[src/rtl/mem_arbiter_if.sv]
// rtl/mem_arbiter_if.sv - client and memory-side signal bundle for mem_arbiter
interface mem_arbiter_if #(
  parameter int ADDR_W = 6,
  parameter int DATA_W = 32
);
  logic              p0_req;
  logic              p0_we;
  logic [ADDR_W-1:0] p0_addr;
  logic [DATA_W-1:0] p0_wdata;
  logic              p0_gnt;
  logic              p0_rvalid;
  logic [DATA_W-1:0] p0_rdata;

  logic              p1_req;
  logic              p1_we;
  logic [ADDR_W-1:0] p1_addr;
  logic [DATA_W-1:0] p1_wdata;
  logic              p1_gnt;
  logic              p1_rvalid;
  logic [DATA_W-1:0] p1_rdata;

  logic              mem_wr;
  logic              mem_rd;
  logic [ADDR_W-1:0] mem_addr;
  logic [DATA_W-1:0] mem_wdata;
  logic [DATA_W-1:0] mem_rdata;

  // Arbiter view
  modport slave (
    input  p0_req, p0_we, p0_addr, p0_wdata,
    output p0_gnt, p0_rvalid, p0_rdata,
    input  p1_req, p1_we, p1_addr, p1_wdata,
    output p1_gnt, p1_rvalid, p1_rdata,
    output mem_wr, mem_rd, mem_addr, mem_wdata,
    input  mem_rdata
  );

  // Requesters plus data memory view
  modport master (
    output p0_req, p0_we, p0_addr, p0_wdata,
    input  p0_gnt, p0_rvalid, p0_rdata,
    output p1_req, p1_we, p1_addr, p1_wdata,
    input  p1_gnt, p1_rvalid, p1_rdata,
    input  mem_wr, mem_rd, mem_addr, mem_wdata,
    output mem_rdata
  );
endinterface

[src/rtl/mem_arbiter.sv]
// rtl/mem_arbiter.sv - two-port single-memory arbiter; MEM_ARB_ROUND_ROBIN_EN selects round-robin over fixed priority
module mem_arbiter #(
  parameter int ADDR_W = 6,
  parameter int DATA_W = 32
) (
  input logic         clk,
  input logic         res,
  mem_arbiter_if.slave bus
);

  typedef enum logic [1:0] {IDLE, ISSUE, RESP} state_t;

  state_t            state_q, state_d;
  logic              sel;       // port chosen in IDLE this cycle (0/1)
  logic              win_q;     // port owning the current transaction
  logic              we_q;
  logic [ADDR_W-1:0] addr_q;
  logic [DATA_W-1:0] wdata_q;
  logic [DATA_W-1:0] p0_rdata_q;
  logic [DATA_W-1:0] p1_rdata_q;
  logic              any_req;

`ifdef MEM_ARB_ROUND_ROBIN_EN
  logic              prio_q;    // port that wins a tie: the one not granted last
`endif

  assign any_req = bus.p0_req | bus.p1_req;

  // Winner selection: single requester always wins, ties resolved by priority
  always_comb begin
    sel = 1'b0;
    if (bus.p0_req && bus.p1_req) begin
`ifdef MEM_ARB_ROUND_ROBIN_EN
      sel = prio_q;
`else
      sel = 1'b0;
`endif
    end else begin
      sel = bus.p1_req;
    end
  end

  // Next-state logic; requests are only looked at while IDLE
  always_comb begin
    state_d = state_q;
    case (state_q)
      IDLE:    if (any_req) state_d = ISSUE;
      ISSUE:   state_d = we_q ? IDLE : RESP;
      RESP:    state_d = IDLE;
      default: state_d = IDLE;
    endcase
  end

  // Outputs decoded from registered state so reset clears them at once
  always_comb begin
    bus.p0_gnt    = (state_q == ISSUE) && !win_q;
    bus.p1_gnt    = (state_q == ISSUE) &&  win_q;
    bus.mem_wr    = (state_q == ISSUE) &&  we_q;
    bus.mem_rd    = (state_q == ISSUE) && !we_q;
    bus.mem_addr  = addr_q;
    bus.mem_wdata = wdata_q;
    bus.p0_rvalid = (state_q == RESP) && !win_q;
    bus.p1_rvalid = (state_q == RESP) &&  win_q;
    bus.p0_rdata  = bus.p0_rvalid ? bus.mem_rdata : p0_rdata_q;
    bus.p1_rdata  = bus.p1_rvalid ? bus.mem_rdata : p1_rdata_q;
  end

  // State register, transaction latch and held read data
  always_ff @(posedge clk or posedge res) begin
    if (res) begin
      state_q    <= IDLE;
      win_q      <= 1'b0;
      we_q       <= 1'b0;
      addr_q     <= '0;
      wdata_q    <= '0;
      p0_rdata_q <= '0;
      p1_rdata_q <= '0;
`ifdef MEM_ARB_ROUND_ROBIN_EN
      prio_q     <= 1'b0;
`endif
    end else begin
      state_q <= state_d;
      if (state_q == IDLE && any_req) begin
        win_q   <= sel;
        we_q    <= sel ? bus.p1_we    : bus.p0_we;
        addr_q  <= sel ? bus.p1_addr  : bus.p0_addr;
        wdata_q <= sel ? bus.p1_wdata : bus.p0_wdata;
`ifdef MEM_ARB_ROUND_ROBIN_EN
        prio_q  <= ~sel;
`endif
      end
      if (state_q == RESP) begin
        if (win_q) p1_rdata_q <= bus.mem_rdata;
        else       p0_rdata_q <= bus.mem_rdata;
      end
    end
  end

endmodule

[src/flat_wrapper.sv]
// flat-port wrapper written by rule: the top's interface ports become plain ports
module mem_arbiter_flat 
#(
  parameter int ADDR_W = 6,
  parameter int DATA_W = 32
)
  (clk, res, bus_p0_req, bus_p0_we, bus_p0_addr, bus_p0_wdata, bus_p0_gnt, bus_p0_rvalid, bus_p0_rdata, bus_p1_req, bus_p1_we, bus_p1_addr, bus_p1_wdata, bus_p1_gnt, bus_p1_rvalid, bus_p1_rdata, bus_mem_wr, bus_mem_rd, bus_mem_addr, bus_mem_wdata, bus_mem_rdata);
  mem_arbiter_if #(.ADDR_W(ADDR_W), .DATA_W(DATA_W)) bus_i ();
  input logic clk;
  input logic res;
  input wire logic [$bits(bus_i.p0_req)-1:0] bus_p0_req;
  input wire logic [$bits(bus_i.p0_we)-1:0] bus_p0_we;
  input wire logic [$bits(bus_i.p0_addr)-1:0] bus_p0_addr;
  input wire logic [$bits(bus_i.p0_wdata)-1:0] bus_p0_wdata;
  output wire logic [$bits(bus_i.p0_gnt)-1:0] bus_p0_gnt;
  output wire logic [$bits(bus_i.p0_rvalid)-1:0] bus_p0_rvalid;
  output wire logic [$bits(bus_i.p0_rdata)-1:0] bus_p0_rdata;
  input wire logic [$bits(bus_i.p1_req)-1:0] bus_p1_req;
  input wire logic [$bits(bus_i.p1_we)-1:0] bus_p1_we;
  input wire logic [$bits(bus_i.p1_addr)-1:0] bus_p1_addr;
  input wire logic [$bits(bus_i.p1_wdata)-1:0] bus_p1_wdata;
  output wire logic [$bits(bus_i.p1_gnt)-1:0] bus_p1_gnt;
  output wire logic [$bits(bus_i.p1_rvalid)-1:0] bus_p1_rvalid;
  output wire logic [$bits(bus_i.p1_rdata)-1:0] bus_p1_rdata;
  output wire logic [$bits(bus_i.mem_wr)-1:0] bus_mem_wr;
  output wire logic [$bits(bus_i.mem_rd)-1:0] bus_mem_rd;
  output wire logic [$bits(bus_i.mem_addr)-1:0] bus_mem_addr;
  output wire logic [$bits(bus_i.mem_wdata)-1:0] bus_mem_wdata;
  input wire logic [$bits(bus_i.mem_rdata)-1:0] bus_mem_rdata;
  assign bus_i.p0_req = bus_p0_req;
  assign bus_i.p0_we = bus_p0_we;
  assign bus_i.p0_addr = bus_p0_addr;
  assign bus_i.p0_wdata = bus_p0_wdata;
  assign bus_p0_gnt = bus_i.p0_gnt;
  assign bus_p0_rvalid = bus_i.p0_rvalid;
  assign bus_p0_rdata = bus_i.p0_rdata;
  assign bus_i.p1_req = bus_p1_req;
  assign bus_i.p1_we = bus_p1_we;
  assign bus_i.p1_addr = bus_p1_addr;
  assign bus_i.p1_wdata = bus_p1_wdata;
  assign bus_p1_gnt = bus_i.p1_gnt;
  assign bus_p1_rvalid = bus_i.p1_rvalid;
  assign bus_p1_rdata = bus_i.p1_rdata;
  assign bus_mem_wr = bus_i.mem_wr;
  assign bus_mem_rd = bus_i.mem_rd;
  assign bus_mem_addr = bus_i.mem_addr;
  assign bus_mem_wdata = bus_i.mem_wdata;
  assign bus_i.mem_rdata = bus_mem_rdata;
  mem_arbiter #(.ADDR_W(ADDR_W), .DATA_W(DATA_W)) u_core (.clk(clk), .res(res), .bus(bus_i));
endmodule
[config.mk]
export PLATFORM = sky130hd
export DESIGN_NAME = mem_arbiter_flat
export DESIGN_NICKNAME = d
export VERILOG_FILES = /design/src/rtl/mem_arbiter_if.sv /design/src/rtl/mem_arbiter.sv /design/src/flat_wrapper.sv
export SDC_FILE = /design/constraint.sdc
export NUM_CORES = 1
export LEC_CHECK = 0
export CAP_MARGIN = 10
export CORE_MARGIN = 2
export CORE_UTILIZATION = 46
export DETAILED_ROUTE_END_ITERATION = 10
export PLACE_DENSITY = 0.89
export SYNTH_ARGS = -nofsm -noshare
export SYNTH_HDL_FRONTEND = slang
export SYNTH_SLANG_ARGS = --single-unit
[constraint.sdc]
create_clock -name clk -period 7.85 [get_ports clk]
set_input_delay 2.355 -clock clk [delete_from_list [all_inputs] [get_ports clk]]
set_output_delay 2.355 -clock clk [all_outputs]
set_load 0.01 [all_outputs]
==> run summary, run 1 <==
In the synthesized netlist, the number of instances is 403. The clock period minus worst slack was 5.993 ns; the final number of hold-violating endpoints was 0. Reg-to-reg critical path endpoint: u_core.p0_rdata_q[30]. The critical path starts at bus_mem_rdata[22].

The number of antenna violations at the first check in global routing was 0; the standard-cell row count was 38. The largest driver fanout on the critical path is 3, and the fraction of registers with async set/reset is 100.0%. The tools report the leakage power of the design as 0.002965 uW. The number of max-slew violations in the final report was 0; the share of the yosys chip area belonging to registers was 53.12%.

The tools report the endpoint required time on the critical path as 5.50 ns. The synthesized design contains 0 enable-type register cells. The CTS H-tree depth is 3.

The congestion estimate from routability-driven global placement came to 0.7232. In the final routed layout, each cell accounts on average for 17.44 um. The startpoint identified for the worst register-to-register timing path is u_core.state_q[1]. For the first-pass iteration count of the detailed router, the log shows 4. In this run the tool buffered the top-level ports with 221 buffer cells.

Across the whole layout, storage elements account for 2653 um2. Each instance of the synthesized netlist takes up on average 12.39 um2. The mean number of vias per cell is 5.469, and the achievable frequency is 166.9 MHz. For this block, the initial DRC count from the detailed router was 180.

The run gives 5.97 ns as the reg2reg setup slack. The worst-case reg-to-reg path depth came out at 3. Overall fraction of global-route tracks in use: 22.35%. In the post-synthesis netlist, the biggest area contributors are sky130_fd_sc_hd__dfrtp_1 53%, sky130_fd_sc_hd__mux2_2 21%, sky130_fd_sc_hd__a22oi_1 5.9%, sky130_fd_sc_hd__a31oi_1 4.3%, sky130_fd_sc_hd__nor2b_1 4.3%.

The flow ran to the end, and the final reports show no timing, DRC or antenna violations. Post-CTS timing repair inserted 0 buffers for setup. The synthesized netlist occupies a cell area of 4994 um2. Once the floorplan was initialized, standard cells occupied 46.68% of the core. The most numerous cell type found on the critical path is sky130_fd_sc_hd__clkdlybuf4s50_1.

The worst setup path is launched from an input port. In this run, post-CTS repair resized a total of 0 instances. The post-layout net count is 724, and the clock input transition at the sequential cells of the worst setup and hold paths is 0.10 ns.

The number of fill cells was 776; the post-detailed-routing wire length was 13.17 mm. The tree is rooted in a sky130_fd_sc_hd__clkbuf_8. The tools report the half-perimeter wire length after placement as 9.454 mm. Area growth from synthesis to final layout: 49.24%. The run gives 0 as the remaining antenna violation count. During I/O placement, the number of pins put on the boundary was 222. The completed layout was analyzed and its total power is 3004 uW. The die covers 11710 um2. The flop and latch count out of synthesis came out at 106. TritonCTS built the clock tree. The clock reaches the later pin of the worst-skew pair after 0.35 ns. The region available for standard cell placement spans 10700 um2. Setup violations remaining at the end of the flow were counted as 0. In this run the deepest clock path goes through 2 buffers.

The sort of element at the end of the critical path was an output port. The routed layout has 4129 vias. In this run the tightest slew margin relative to its limit is 49.38%. The critical path goes through clkdlybuf4s50_1, mux2_2, clkdlybuf4s50_1.

Setup repair after global routing left no endpoint under its margin. Maximum number of pins on one net before global-route repair: 74. In this run the worst hold path is classified as flip-flop to flip-flop. The logs give 0.009229 ns for the clock tree skew after final layout and 20.82 mm for the wire length of the first global-routing pass. The total number of clock tree sinks is 106, and the power density over the cells is 403.1 nW/um2. At the pin with the least slew margin, the transition time is 0.7593 ns.

The count of antenna diodes in the layout is 0. Summed over its instances, the top area cell type makes up 53.12% of the synthesized netlist area. Clock tree synthesis inserted a total of 9 buffers.

In the routed design, unresolved DRC markers number 0. Hold repair after CTS inserted 0 buffers. Across the run, the number of max-cap violations was 0. For the number of synthesis warnings, the log shows 0.

After synthesis, the netlist uses 25 different library cells. The post-route netlist has 19.67% of its cells at a drive strength greater than 1. The maximum VDD drop is 0.2388 mV, and the critical path data arrival time is 3.64 ns.

In this run the vertical extent of the chip is 108.2 um. Prevailing post-synth register cell: sky130_fd_sc_hd__dfrtp_1. The number of global-route vias before repair is 4277.

The total global routing overflow was 0; the ratio of final minimum period to clock period was 76.34%. On the final layout, the worst hold slack is 0.4880 ns. The die width was 108.2 um.

The standard cell with the maximum stage delay on the critical path is sky130_fd_sc_hd__clkdlybuf4s50_1. By startpoint and endpoint, the worst setup path is classified as input port to output port. The largest single stage delay on the critical path is 0.56 ns.

The biggest area contributor in the post-synthesis netlist is sky130_fd_sc_hd__dfrtp_1. The combined area of the multi-input logic cells came out at 2126 um2. Final setup TNS: 0 ns. The capture point of the critical path was bus_p1_rdata[22]. The tools report the number of nets in the synthesized netlist as 517.
[synth_stat cells, types with 4 or more instances]
master and number:
sky130_fd_sc_hd__clkbuf_1 11, sky130_fd_sc_hd__mux2_1 4, sky130_fd_sc_hd__mux2_2 92, sky130_fd_sc_hd__inv_1 5, sky130_fd_sc_hd__nor2_1 6, sky130_fd_sc_hd__dfrtp_1 106, sky130_fd_sc_hd__o2bb2ai_1 4, sky130_fd_sc_hd__nor2b_1 34
sky130_fd_sc_hd__a22oi_1 39, sky130_fd_sc_hd__buf_2 12, sky130_fd_sc_hd__o21ai_0 36, sky130_fd_sc_hd__buf_6 8, sky130_fd_sc_hd__a31oi_1 34
[kinds of logic after synthesis]
kind of cell / synth area share [%]
AND/OR/NAND/NOR: 6.089
flip-flops: 53.12
AO/OA/AOI/OAI: 14.71
multiplexers: 21.65
buffers and inverters: 4.435
[cells in the final DEF, fill, tap and decap left out]
cell,instances
sky130_fd_sc_hd__and2b_1,1
sky130_fd_sc_hd__a22oi_1,39
sky130_fd_sc_hd__nand2_1,1
sky130_fd_sc_hd__clkbuf_8,9
sky130_fd_sc_hd__inv_4,1
sky130_fd_sc_hd__nor2_1,6
sky130_fd_sc_hd__clkinv_4,3
sky130_fd_sc_hd__mux2_1,4
sky130_fd_sc_hd__dfrtp_1,106
sky130_fd_sc_hd__o22a_1,1
sky130_fd_sc_hd__nand2b_1,1
sky130_fd_sc_hd__clkdlybuf4s50_1,220
sky130_fd_sc_hd__o21ai_0,36
sky130_fd_sc_hd__o2bb2ai_1,4
sky130_fd_sc_hd__nor2_2,1
sky130_fd_sc_hd__nor3b_4,2
sky130_fd_sc_hd__a21oi_1,1
sky130_fd_sc_hd__mux2_2,92
sky130_fd_sc_hd__inv_1,4
sky130_fd_sc_hd__bufinv_16,1
sky130_fd_sc_hd__clkinvlp_4,1
sky130_fd_sc_hd__a31oi_1,34
sky130_fd_sc_hd__inv_8,2
sky130_fd_sc_hd__or2_1,1
sky130_fd_sc_hd__buf_4,8
sky130_fd_sc_hd__nor2b_1,34
sky130_fd_sc_hd__buf_2,1
sky130_fd_sc_hd__nand3b_1,1
[worst max-delay path: cells and delay by family]
family | cells | cell delay [ns]
buffers and inverters | 2 | 1.09
muxes | 1 | 0.18
[power by group]
part	switching (uW)	internal (uW)
combinational	696	980
sequential	159	824
clock	190	154
total	1050	1960
[worst min-delay path by stage]
stage | start | end | slack, ns | cells past startpoint
4_1_cts | u_core.we_q | u_core.state_q[1] | 0.49 | 1
2_1_floorplan | u_core.we_q | u_core.state_q[1] | 0.45 | 1
3_3_place_gp | u_core.we_q | u_core.state_q[1] | 0.47 | 1
5_1_grt | u_core.p0_rdata_q[28] | u_core.p0_rdata_q[28] | 0.51 | 1
3_5_place_dp | u_core.p0_rdata_q[28] | u_core.p0_rdata_q[28] | 0.47 | 1
6_report | u_core.we_q | u_core.state_q[1] | 0.49 | 1
[per-stage QoR]
step / cells / setup slack [ns] / instance area (um2) / util (%)
after global routing: 755 / 1.825 / 7452 / 69.66
after CTS: 755 / 1.846 / 7452 / 69.66
after floorplan: 403 / 2.706 / 4994 / -
final: 755 / 1.857 / 7452 / 69.66
after global placement: 739 / 1.872 / 7242 / 67.70
after detailed placement: 739 / 1.852 / 7242 / 67.70
[final cells by class]
type	instances	area share [%]
clock buffers	9	1.662
clock inverters	7	1.158
inverters	5	0.2854
multi-input cells	259	28.53
flip-flops and latches	106	35.59
well taps	140	2.351
repair buffers	229	30.42
[registers in the layout (all words and copies together), names as in the netlist]
name,flops
u_core.state_q,2
u_core.bus.mem_wdata,32
u_core.win_q,1
u_core.bus.mem_addr,6
u_core.p1_rdata_q,32
u_core.p0_rdata_q,32
u_core.we_q,1
[per-layer routing]
metal  up-vias  part of all wire [%]  track usage, %
met2       197                    50           40.21
li1       1895                     -               -
met3        17                   8.9           5.485
met5         -                     0               0
met1      2020                    40           26.68
met4         0                   1.4           6.044
Power figures use the tool's default switching activity.
==> inputs of run 2 (changes only) <==
--- a/config.mk
+++ b/config.mk
@@ -7,9 +7,9 @@
 export LEC_CHECK = 0
 export CAP_MARGIN = 10
 export CORE_MARGIN = 2
-export CORE_UTILIZATION = 46
+export CORE_UTILIZATION = 38
 export DETAILED_ROUTE_END_ITERATION = 10
-export PLACE_DENSITY = 0.89
+export PLACE_DENSITY = 0.79
 export SYNTH_ARGS = -nofsm -noshare
 export SYNTH_HDL_FRONTEND = slang
 export SYNTH_SLANG_ARGS = --single-unit
==> constraint.sdc (replaced) <==
create_clock -name clk -period 4.8 [get_ports clk]
set_input_delay 1.44 -clock clk [delete_from_list [all_inputs] [get_ports clk]]
set_output_delay 1.44 -clock clk [all_outputs]
set_load 0.01 [all_outputs]
==> run 2 against run 1 <==
Final cell count is 4.4% higher. Routed wire length rose by 2.8%. Combinational power increased by 64%. Setup slack worse by 1.2 ns. Utilization shrank 10 points. Clock power up 100%. Highest routed layer unchanged. Non-clock buffer count is 1 higher. Critical path type unchanged.
==> run summary, run 2 (same netlist as run 1, synthesis figures left out) <==
The ratio of final minimum period to clock period works out to 86.24%. The die width is 118.6 um (+9.7%). The start-to-end type of the worst setup path is input port to output port. The mean routed wirelength per cell works out to 17.17 um (-1.5%).

Final number of hold-violating endpoints: 0 (unchanged). The y dimension of the die was 118.6 um (+9.7%); the sequential share of power was 31.8% (-0.9 points). The slew of the pin with the lowest slew margin is 0.8380 ns (+0.07874 ns), and the post-detailed-routing wire length is 13.53 mm (+2.8%). For the final count of negative-setup-slack endpoints, the log shows 0 (unchanged). The logs give 3.36 ns (-2.14 ns) for the endpoint required time on the critical path and 0.7523 (+4.0%) for the weighted congestion at the end of routability-driven global placement. The run gives 7585 um2 (+1.8%) as the final cell area excluding filler cells. The largest driver fanout on the critical path was 3 (unchanged); the number of fill cells was 1065 (+37%). The mean number of vias per cell was 5.187 (-5.2%). The count of buffers inserted at the top-level ports was 221 (unchanged). The flow ran to the end, and the final reports show no timing, DRC or antenna violations. The count of antenna diodes in the layout came out at 0 (unchanged). The tools report the internal power as 3341 uW (+71%). The highest metal layer carrying signal wires in the routed design is met4.

For the number of buffers inserted by post-CTS setup repair, the log shows 0 (unchanged). The clock tree skew after final layout was 0.01038 ns (+0.001147 ns); the final core area utilization was 59.62% (-10 points). The run gives 0.34 ns (about the same) as the source-to-sink clock delay at the later pin of the worst-skew pair. The run gives 0 (unchanged) as the number of antenna violations at the first check in global routing.

The post-layout net count is 725 (+0.14%), and the effective utilization at floorplan is 39.25% (-7.4 points). For the switching power summed over all nets, the log shows 1717 uW (+64%). STA classifies the critical path startpoint as an input port.

The count of boundary I/O pins is 222 (unchanged). The critical path data arrival time is 2.70 ns (-0.94 ns). The floorplan core area is 12720 um2 (+19%), and the quantity of hold-fixing buffers added after cts is 0 (unchanged). The tools report the wire length of the first global-routing pass as 21.61 mm (+3.8%). The worst register-to-register path begins at u_core.state_q[0]. The area growth from synthesis to layout is 51.89%. The combinational power share was 54.4% (-1.4 points); the iteration-0 DRC count of the detailed router was 233 (+29%).

Most frequent standard cell in the layout excluding fill and tap cells: sky130_fd_sc_hd__clkdlybuf4s50_1. The tools report the area of the die as 14070 um2 (+20%). The largest buffer count on any clock path is 2 (unchanged), and the final setup TNS is 0 ns (unchanged).

The standard-cell row count was 41 (+7.9%). The capture point of the critical path was bus_p0_rdata[28]. The worst hold path belongs to the class flip-flop to flip-flop. The switching share of total power works out to 33.94% (-0.86 points).

Overall fraction of global-route tracks in use: 18.92% (-3.4 points). The headroom to the max-slew limit is 44.13% (-5.2 points), and the worst-case reg-to-reg path depth is 3 (unchanged). The tools report the number of max-slew violations in the final report as 0 (unchanged). The routed metal-1 wire length was 5.786 mm (+10%). The post-CTS resize count came out at 0 (unchanged). CTS H-tree depth: 3 (unchanged). The run gives 0 (unchanged) as the remaining antenna violation count. The tools report the maximum number of pins on one net before global-route repair as 68 (-8.1%).

TritonCTS built the clock tree. Number of buffers inserted during clock tree synthesis: 9 (unchanged). The total number of clock tree sinks was 106 (unchanged); the number of remaining DRC errors was 0 (unchanged).

The beginning of the critical path is bus_mem_rdata[28]. After layout, the minimum clock period comes to 4.140 ns. The leakage power of the design was 0.003008 uW (+1.4%). The tree is rooted in a sky130_fd_sc_hd__clkbuf_16. Derived from the worst setup path, the maximum achievable clock frequency is 241.6 MHz.

The total number of vias is 4087 (-1.0%), and the first-pass iteration count of the detailed router is 4 (unchanged). The run gives 0 (unchanged) as the count of maximum capacitance violations. The power density over the cells was 666.9 nW/um2 (+65%); the half-perimeter wire length after placement was 9.621 mm (+1.8%).

The worst register-to-register path ends at u_core.p1_rdata_q[23]. The total global routing overflow is 0 (unchanged). The reg2reg setup slack was 3.12 ns (-2.85 ns); the detailed-routed wire length on met3 was 936 um (-20%).

The total cell area at the placement stage is 7302 um2 (+0.83%), and the fraction of layout cells with a size suffix above 1 is 19.64% (-0.032 points). The run gives 0.2823 mV (+18%) as the maximum VDD drop. The clock input transition at the sequential cells of the worst setup and hold paths was 0.07 ns (-0.03 ns); the wire length on met2 was 6.501 mm (-1.0%). Setup repair after global routing left no endpoint under its margin. The number of global-route vias before repair is 4235 (-0.98%). The worst setup path is captured at an output port. For the clock share of power, the log shows 13.8% (+2.4 points).

In the layout the commonest cells are 220 x sky130_fd_sc_hd__clkdlybuf4s50_1, 106 x sky130_fd_sc_hd__dfrtp_1, 92 x sky130_fd_sc_hd__mux2_2.
[run 2: cell types whose count changed in the layout (fill, tap and decap cells not counted)]
cell / change
sky130_fd_sc_hd__buf_12: +1
sky130_fd_sc_hd__bufinv_16: -1
sky130_fd_sc_hd__clkbuf_1: +1
sky130_fd_sc_hd__clkbuf_16: +9
sky130_fd_sc_hd__clkbuf_8: -7
sky130_fd_sc_hd__clkinv_2: +2
sky130_fd_sc_hd__clkinv_4: -2
sky130_fd_sc_hd__inv_8: -2
[run 2: power groups by stage]
stage / logic (uW) / clock network [uW] / registers [uW]
3_5_place_dp: 2770 / 0 / 1610
2_1_floorplan: 1380 / 0 / 1620
5_1_grt: 2940 / 770 / 1660
4_1_cts: 2780 / 717 / 1610
3_3_place_gp: 2690 / 0 / 1580
6_report: 2750 / 698 / 1610
[run 2: layout make-up]
| class | instances | area [um2] | share of cell area (%) |
|---|---|---|---|
| flip-flops and latches | 106 | 2653 | 34.97 |
| inverters | 5 | 21.27 | 0.2804 |
| clock inverters | 4 | 26.28 | 0.3464 |
| clock buffers | 12 | 256.5 | 3.382 |
| well taps | 172 | 215.2 | 2.837 |
| multi-input cells | 259 | 2126 | 28.03 |
| repair buffers | 230 | 2287 | 30.16 |
[run 2: worst min path at each step]
stage / slack [ns] / depth (start not counted) / end / from
finish: 0.49 / 1 / u_core.p0_rdata_q[28] / u_core.p0_rdata_q[28]
global route: 0.51 / 1 / u_core.bus.mem_wdata[30] / u_core.bus.mem_wdata[30]
CTS: 0.50 / 1 / u_core.p0_rdata_q[28] / u_core.p0_rdata_q[28]
detailed placement: 0.48 / 1 / u_core.p0_rdata_q[28] / u_core.p0_rdata_q[28]
global placement: 0.47 / 1 / u_core.p0_rdata_q[26] / u_core.p0_rdata_q[26]
floorplan: 0.45 / 1 / u_core.state_q[1] / u_core.we_q
[run 2: layer usage]
| layer | global-route usage, % | vias up |
|---|---|---|
| met1 | 23.74 | 1991 |
| li1 | - | 1896 |
| met3 | 5.019 | 24 |
| met2 | 31.47 | 176 |
| met4 | 6.548 | 0 |
| met5 | 0 | - |
[run 2: through the flow]
stage	total power, uW	hold slack (ns)	setup WS, ns	cells
global placement	4278	0.4675	0.6436	772
finish	5058	0.4906	0.6603	788
detailed placement	4380	0.4755	0.6642	772
CTS	5102	0.4957	0.6527	788
global route	5373	0.5140	0.6242	788
floorplan	3004	0.4488	0.5711	403
[run 2: worst max-delay path, stage by stage]
cell	delay, ns
sky130_fd_sc_hd__clkdlybuf4s50_1	0.45
sky130_fd_sc_hd__mux2_1	0.33
sky130_fd_sc_hd__clkdlybuf4s50_1	0.49
==> inputs of run 3 (changes only) <==
--- a/config.mk
+++ b/config.mk
@@ -6,8 +6,10 @@
 export NUM_CORES = 1
 export LEC_CHECK = 0
 export CAP_MARGIN = 10
+export CELL_PAD_IN_SITES_DETAIL_PLACEMENT = 1
+export CELL_PAD_IN_SITES_GLOBAL_PLACEMENT = 1
 export CORE_MARGIN = 2
-export CORE_UTILIZATION = 38
+export CORE_UTILIZATION = 29
 export DETAILED_ROUTE_END_ITERATION = 10
 export PLACE_DENSITY = 0.79
 export SYNTH_ARGS = -nofsm -noshare
==> run 3 against run 2 <==
Final area is 1.2% higher. Utilization is 14 points lower. Critical path depth unchanged. Critical endpoint unchanged. Largest cell class unchanged.
==> run summary, run 3 (same netlist as run 1, synthesis figures left out) <==
The maximum VDD drop is 0.2734 mV (-3.2%). STA classifies the critical path endpoint as an output port. The combined area of the multi-input logic cells was 2126 um2 (unchanged). The tree is rooted in a sky130_fd_sc_hd__clkbuf_16.

The total number of clock tree sinks was 106 (unchanged); the area of the die was 18280 um2 (+30%). The worst hold path cell count is 1 (unchanged). The most frequent standard cell in the layout excluding fill and tap cells was sky130_fd_sc_hd__clkdlybuf4s50_1. The tools report the count of antenna diodes in the layout as 0 (unchanged).

The y dimension of the die works out to 135.2 um (+14%). For the flip-flop and latch area, the log shows 2653 um2 (unchanged). In the layout the commonest cells are 220 x sky130_fd_sc_hd__clkdlybuf4s50_1, 106 x sky130_fd_sc_hd__dfrtp_1, 92 x sky130_fd_sc_hd__mux2_2. The final count of negative-setup-slack endpoints was 0 (unchanged). The number of fill cells came out at 1767 (+66%).

The weighted congestion at the end of routability-driven global placement is 0.7763 (+3.2%), and the fraction of layout cells with a size suffix above 1 is 19.54% (-0.099 points). The quantity of hold-fixing buffers added after cts is 0 (unchanged). The ratio of final minimum period to clock period was 86.56% (+0.31 points). Power consumption: 5206 uW (+2.9%). The wire length of the first global-routing pass was 24.81 mm (+15%).

The maximum number of pins on one net before global-route repair is 107 (+57%), and the die width is 135.2 um (+14%). The endpoint required time on the critical path is 3.36 ns (about the same), and the post-detailed-routing wire length is 15.31 mm (+13%). Leakage power of the design: 0.003024 uW (+0.54%). The worst-case reg-to-reg path depth is 3 (unchanged). The total instance count after detailed placement is 819 (+6.1%), and the first-pass iteration count of the detailed router is 4 (unchanged). The tools report the number of global-route vias before repair as 4736 (+12%). The overall fraction of global-route tracks in use was 17.19% (-1.7 points); the iteration-0 DRC count of the detailed router was 110 (-53%).

Standard-cell row count: 47 (+15%). The number of buffers inserted during clock tree synthesis is 9 (unchanged), and the mean number of vias per cell is 4.950 (-4.6%). The floorplan core area is 16700 um2 (+31%), and the effective utilization at floorplan is 29.90% (-9.4 points). The headroom to the max-slew limit is 49.00% (+4.9 points), and the largest driver fanout on the critical path is 3 (unchanged). The count of boundary I/O pins came out at 222 (unchanged). The classification of the worst-slack hold path is flip-flop to flip-flop. The run gives 724 (-0.14%) as the post-layout net count. The final setup TNS came out at 0 ns (unchanged). The achievable frequency was 240.7 MHz (-0.36%); the count of maximum capacitance violations was 0 (unchanged). Setup repair after global routing left no endpoint under its margin. The tools report the startpoint type of the worst setup path as an input port.

The area growth from synthesis to final layout was 53.75%; the number of antenna violations at the first check in global routing was 0 (unchanged). Among all stages on the critical path, the largest delay is contributed by sky130_fd_sc_hd__clkdlybuf4s50_1. The slew of the pin with the lowest slew margin is 0.7649 ns (-0.07310 ns), and the total number of vias is 4128 (+1.0%). The clock tree skew after final layout is 0.01310 ns (+0.002729 ns), and the clock input transition at the sequential cells of the worst setup and hold paths is 0.07 ns (about the same). The number of max-slew violations in the final report is 0 (unchanged). TritonCTS built the clock tree.

For the half-perimeter wire length after placement, the log shows 10.88 mm (+13%). The power density over the cells came out at 678.0 nW/um2 (+1.7%). The number of remaining DRC errors is 0 (unchanged). The critical path goes through clkdlybuf4s50_1, mux2_1, clkdlybuf4s50_1. The source-to-sink clock delay at the later pin of the worst-skew pair was 0.35 ns (about the same); the post-CTS resize count was 0 (unchanged).

For the final non-filler cell total, the log shows 834 (+5.8%). The clock period minus worst slack is 4.155 ns (+0.01507 ns). The final number of hold-violating endpoints was 0 (unchanged).

The number of buffers inserted by post-CTS setup repair came out at 0 (unchanged). The critical path data arrival time was 2.71 ns (about the same). Mean routed wirelength per cell: 18.36 um (+6.9%). Total global routing overflow: 0 (unchanged). The most prevalent standard cell on the critical path is sky130_fd_sc_hd__clkdlybuf4s50_1. The tools report the largest buffer count on any clock path as 2 (unchanged). The start-to-end type of the worst setup path was input port to output port. The count of buffers inserted at the top-level ports is 221 (unchanged), and the highest cell delay on the worst timing path is 0.50 ns (about the same). The run finished with clean final reports. The CTS H-tree depth came out at 3 (unchanged). The remaining antenna violation count came out at 0 (unchanged).
## run 3: area by class of cell
cell class,count,share of cell area [%]
Timing Repair Buffer,229,29.69
Multi-Input combinational cell,259,27.69
Sequential cell,106,34.55
Inverter,5,0.2771
Clock inverter,6,1.271
Clock buffer,9,2.934
Tap cell,220,3.585
## run 3: per-stage QoR
step / util, % / instance area [um2] / hold slack, ns / worst slack [ns]
final: 45.97 / 7677 / 0.4881 / 0.6452
after global routing: 45.97 / 7677 / 0.5094 / 0.6022
after CTS: 45.97 / 7677 / 0.4885 / 0.6262
after detailed placement: 44.04 / 7355 / 0.4726 / 0.6383
after global placement: 44.04 / 7355 / 0.4666 / 0.6582
after floorplan: - / 4994 / 0.4488 / 0.5711
## run 3: final timing paths
path | slack [ns] | from | end
setup / recovery | 0.65 | bus_mem_rdata[28] | bus_p0_rdata[28]
hold / removal | 0.49 | u_core.we_q | u_core.state_q[1]
setup reg to reg | 2.92 | u_core.state_q[1] | u_core.p0_rdata_q[29]
hold reg to reg | 0.49 | u_core.we_q | u_core.state_q[1]
max in group asynchronous | 2.73 | res | u_core.bus.mem_wdata[23]
min in group asynchronous | 1.55 | res | u_core.p1_rdata_q[23]
## run 3: power by group
group	internal [uW]	switching [uW]	total, uW
clock network	462	345	808
registers	1350	257	1610
logic	1610	1180	2790
total	3420	1790	5210
## run 3: per-layer routing
layer	vias up	wire length, um	global-route usage, %
met3	27	1352	5.649
met5	-	0	0
met4	0	351	6.308
li1	1896	-	-
met2	185	7496	30.01
met1	2020	6109	19.66
## run 3: worst max-delay path, delay by kind of cell
kind | cells | cell delay (ns)
buffers and inverters | 2 | 0.94
multiplexers | 1 | 0.33
